### src/rtl/twin_reg_pkg.sv
// Shared definitions for the twin (active/shadow) register bank:
// bank-operation encoding, counter width and a saturating increment.
package twin_reg_pkg;

    typedef enum logic [1:0] {
        OP_NONE   = 2'd0,
        OP_ROT    = 2'd1,
        OP_COMMIT = 2'd2,
        OP_SWAP   = 2'd3
    } op_t;

    localparam int CNT_W = 8;

    // Holds at all-ones instead of wrapping back to zero.
    function automatic logic [CNT_W-1:0] sat_inc(input logic [CNT_W-1:0] value);
        return (value == '1) ? value : value + CNT_W'(1);
    endfunction

endpackage

### src/rtl/twin_register_bank_channel.sv
// One channel of the twin bank: its active/shadow register pair and dirty flag.
// The decoded bank operation is applied first; a same-cycle write then overrides the shadow.
module twin_reg_channel
    import twin_reg_pkg::*;
#(
    parameter int               WIDTH   = 8,
    parameter logic [WIDTH-1:0] RST_VAL = '0
) (
    input  logic             clk,
    input  logic             rst,
    input  op_t              op,
    input  logic             write,
    input  logic [WIDTH-1:0] wr_data,
    input  logic [WIDTH-1:0] neighbour,
    output logic [WIDTH-1:0] active,
    output logic             dirty
);

    logic [WIDTH-1:0] shadow;

    // Later non-blocking writes win, so a write lands after commit/swap in the same cycle.
    always_ff @(posedge clk) begin
        if (rst) begin
            active <= RST_VAL;
            shadow <= RST_VAL;
            dirty  <= 1'b0;
        end else begin
            unique case (op)
                OP_SWAP: begin
                    active <= shadow;
                    shadow <= active;
                    dirty  <= 1'b0;
                end
                OP_COMMIT: begin
                    active <= shadow;
                    dirty  <= 1'b0;
                end
                OP_ROT:  active <= neighbour;
                default: ;
            endcase
            if (write) begin
                shadow <= wr_data;
                dirty  <= 1'b1;
            end
        end
    end

endmodule

### src/rtl/twin_register_bank.sv
// Multi-channel active/shadow register bank with atomic commit/swap, rotate
// and a saturating count of bank updates.
module twin_register_bank
    import twin_reg_pkg::*;
#(
    parameter int               WIDTH   = 8,
    parameter int               NUM_CH  = 2,
    parameter int               CH_W    = $clog2(NUM_CH),
    parameter logic [WIDTH-1:0] RST_VAL = '0
) (
    input  logic                    clk,
    input  logic                    rst,
    input  logic                    wr_en,
    input  logic [CH_W-1:0]         wr_ch,
    input  logic [WIDTH-1:0]        wr_data,
    input  logic                    commit,
    input  logic                    swap,
    input  logic                    rot_en,
    output logic [NUM_CH*WIDTH-1:0] q,
    output logic [NUM_CH-1:0]       dirty,
    output logic [CNT_W-1:0]        commit_cnt
);

    op_t op;

    // Lower-priority operations are dropped, never deferred.
    always_comb begin
        op = OP_NONE;
        if (swap)        op = OP_SWAP;
        else if (commit) op = OP_COMMIT;
        else if (rot_en) op = OP_ROT;
    end

    // Out-of-range channel selects match no instance, so the write is ignored.
    for (genvar i = 0; i < NUM_CH; i++) begin : g_ch
        localparam int PREV = (i + NUM_CH - 1) % NUM_CH;

        twin_reg_channel #(
            .WIDTH   (WIDTH),
            .RST_VAL (RST_VAL)
        ) u_channel (
            .clk       (clk),
            .rst       (rst),
            .op        (op),
            .write     (wr_en && (wr_ch == CH_W'(i))),
            .wr_data   (wr_data),
            .neighbour (q[PREV*WIDTH +: WIDTH]),
            .active    (q[i*WIDTH +: WIDTH]),
            .dirty     (dirty[i])
        );
    end

    always_ff @(posedge clk) begin
        if (rst)                 commit_cnt <= '0;
        else if (swap || commit) commit_cnt <= sat_inc(commit_cnt);
    end

endmodule

### config.mk
export PLATFORM = sky130hd
export DESIGN_NAME = twin_register_bank
export DESIGN_NICKNAME = d
export VERILOG_FILES = /design/src/rtl/twin_reg_pkg.sv /design/src/rtl/twin_register_bank_channel.sv /design/src/rtl/twin_register_bank.sv
export SDC_FILE = /design/constraint.sdc
export NUM_CORES = 1
export LEC_CHECK = 0
export CORE_MARGIN = 10
export CORE_UTILIZATION = 60
export DETAILED_ROUTE_END_ITERATION = 8
export DONT_BUFFER_PORTS = 1
export PLACE_DENSITY = 0.72
export SYNTH_ARGS = -nofsm -noshare
export SYNTH_HDL_FRONTEND = slang
export SYNTH_SLANG_ARGS = --single-unit
### constraint.sdc
create_clock -name clk -period 1.55 [get_ports clk]
set_clock_uncertainty 0.05 [all_clocks]
set_input_delay 0.31 -clock clk [delete_from_list [all_inputs] [get_ports clk]]
set_output_delay 0.31 -clock clk [all_outputs]
set_load 0.005 [all_outputs]
==> results.py <==
metrics = {
    "sta": {
        "clock.fmax_ghz": 0.684,
        "drv_slew": 0,
        "tightest_slew_ns": 0.593,
        "period_needed_ns": 1.46,
        "rsz0062_at_grt": "false",
        "setup_tns_ns": 0,
        "finalHoldViolations": 0,
        "period_share_pct": 94.3,
        "slew_headroom_pct": 60.4,
        "finalSetupViolations": 0,
    },
    "critical_path": {
        "cp_max_fo": 4,
        "worstPathRequired_ns": 1.74,
        "cp-startpoint": "commit_cnt[0]$_SDFFE_PP0P_",
        "reg2reg_from": "commit_cnt[0]$_SDFFE_PP0P_",
        "crit_path_top_delay_cell": "dfxtp_1",
        "crit_path_end_kind": "flip-flop",
        "cp_num_buf_inv": 0,
        "path_delay_family": "simple AND/OR/NAND/NOR gates",
        "critPathArrivalTime_ns": 1.65,
        "crit_path_start_kind": "flip-flop",
        "path_class": "flip-flop to flip-flop",
        "crit_chain": "ha_1 > nand2_1 > nor4b_2 > mux2i_1 > nor2_1",
        "cp_slowest_stage_delay_ns": 0.41,
    },
    "synthesis": {
        "synthesis.instances": 197,
        "synth_fp_nets": 213,
        "avgSynthCellArea_um2": 9.53,
        "synth_seq_cells": 42,
        "syn_area_mm2": 0.00188,
        "synth_warnings": 0,
        "synth.largest_area_cell": "dfxtp_1",
        "yosys-top-cells-area": "dfxtp_1 45%, mux2i_1 18%, a211oi_1 13%",
        "synth_top_area_share_pct": 44.8,
        "synth-seq-area-share_pct": 44.8,
        "synth.distinct_cells": 27,
    },
    "layout": {
        "area_growth_pct": 4.73,
        "diodes": 0,
        "fill_cells": 258,
        "ff_latch_area_um2": 842,
        "nets": 210,
        "drive_above_1_share_pct": 9.23,
        "multi_input_area_um2": 940,
        "finalInstanceArea_mm2": 0.00197,
    },
    "power_and_ir_drop": {
        "ir_drop_mv": 0.574,
        "net-switching-power_uw": 507,
        "power_uw": 1980,
        "p_int_uw": 1470,
        "p_sw_share_pct": 25.6,
        "clockPowerShare_pct": 28.2,
        "p_seq_share_pct": 61.3,
        "comb_power_share_pct": 10.5,
        "p_leak_uw": 0.000761,
        "p_per_area_mw_per_mm2": 1010,
    },
    "global_route": {
        "grt_max_degree": 43,
        "grt.overflow.total": 0,
        "track_usage_pct": 13.7,
        "antenna_found_initial": 0,
        "grt_pass1_vias": 1367,
        "grt_pass1_wl_um": 6690,
    },
    "die": {
        "die_h_um": 75.9,
        "core_region_area_mm2": 0.00303,
        "die_w_um": 75.9,
        "dieArea_mm2": 0.00577,
        "rows": 20,
        "start_util_pct": 62.0,
        "pin_count": 41,
    },
    "clock_tree": {
        "clk_pin_slew_ns": 0.12,
        "cts_setup_buffers": 0,
        "cts_root_buf": "clkbuf_4",
        "numCtsBuffers": 5,
        "cts_tree": "done",
        "clock-sinks": 42,
        "clk_latency_ns": 0.35,
        "clk_path_buf_depth": 2,
        "cts_max_level": 2,
    },
    "place": {
        "hpwlAfterDp_um": 2860,
        "place_area_mm2": 0.00188,
        "place.gp.congestion": 0.814,
        "io_buffers": 0,
    },
    "worst_hold_path": {
        "hp-start": "wr_data[2]",
        "hold_class": "primary input to flip-flop",
    },
    "route": {
        "wl_per_cell_um": 17.2,
        "vias": 1421,
        "drt_iter0_drc": 91,
        "wirelength_um": 4120,
        "firstDrtPassIters": 4,
        "drtAntennaViolNets": 0,
        "drcViolationCount": 0,
        "viasPerCell": 5.95,
    },
    "status": {
        "status": "complete, no violations",
    },
    "job": {
        "cap_viol_max_count": 0,
    },
}
==> metrics by stage <==
stage	setup WS, ns	hold slack [ns]	utilization [%]	cells
4_1_cts	0.0462	0.0743	64.9	239
5_1_grt	0.0147	0.0806	64.9	239
2_1_floorplan	0.208	0.387	-	197
6_report	0.0884	0.0849	64.9	239
3_5_place_dp	0.0859	0.339	62.2	230
3_3_place_gp	0.162	0.333	62.2	230
==> power groups by stage <==
stage          logic, uW  registers [uW]  clock network (uW)
2_1_floorplan        193            1220                   0
3_3_place_gp         177            1230                   0
3_5_place_dp         188            1240                   0
4_1_cts              210            1210                 570
5_1_grt              234            1220                 606
6_report             208            1210                 558
==> routing by layer <==
metal	vias to the layer above	track usage [%]	share of wire [%]	wire length [um]
met4	0	6.82	2.5	103
met2	49	22.2	48	1990
li1	706	-	-	-
met3	10	5.31	7.5	310
met5	-	0	0	0
met1	656	15.3	42	1720
==> state kept, by name, indices dropped and copies added (netlist names) <==
signal / flops
commit_cnt: 8
g_ch.u_channel.active: 16
g_ch.u_channel.dirty: 2
g_ch.u_channel.shadow: 16
==> cells in the mapped netlist <==
cell type and count:
nand2b_1 1, a211oi_1 32, nand3_1 2, mux2i_1 34, nand4_2 1, buf_6 1, inv_1 1, xor2_1 3
nand2_1 7, o21a_1 1, o31ai_1 1, nor2_1 39, ha_1 1, nor4b_2 1, or3_1 1, nor2_4 1
clkbuf_1 7, o21ai_1 1, a21oi_1 4, buf_4 4, o21ai_0 1, buf_2 5, nor3_1 3, o22ai_1 1
dfxtp_1 42, o2111ai_1 1, o2111a_1 1
==> cell families after synthesis <==
logic type / count (synthesis) / share of synthesized area [%]
compound gates: 43 / 16.6
simple gates: 56 / 13.3
mux: 34 / 18.1
xor+xnor: 3 / 1.40
flops: 42 / 44.8
fa+ha+maj: 1 / 0.667
buf+inv: 18 / 5.13
==> cell type report <==
cell class              count  area share [%]
multi-input cells         137            47.8
flip-flops and latches     42            42.8
repair buffers              7            3.31
clock buffers               7            2.80
well taps                  44            2.80
clock inverters             1           0.255
inverters                   1           0.191
==> worst paths after layout <==
path / end / slack, ns / cells past startpoint
min reg2reg: g_ch[0].u_channel.dirty$_SDFFE_PP0P_ / 0.44 / 2
min: g_ch[0].u_channel.shadow[2]$_SDFFE_PP0P_ / 0.08 / 2
max: commit_cnt[6]$_SDFFE_PP0P_ / 0.09 / 5
max reg2reg: commit_cnt[6]$_SDFFE_PP0P_ / 0.09 / 5
==> repair_timing <==
action                     in CTS  in global routing
gates resized for setup         0                  1
hold buffers                    1                  0
hold endpoints to repair       42                  0
setup endpoints to repair       0                  2
==> layout by cell type, fill, tap and decap left out, drive strengths merged, types with 2 or more instances in the layout <==
cell    count
dfxtp      42
nand2       7
nor3        3
clkbuf      7
a21oi       4
nor2       40
nand3       2
buf         7
o21ai       2
mux2i      34
xor2        3
a211oi     32
Note: power is estimated with default switching activity, not from simulation.
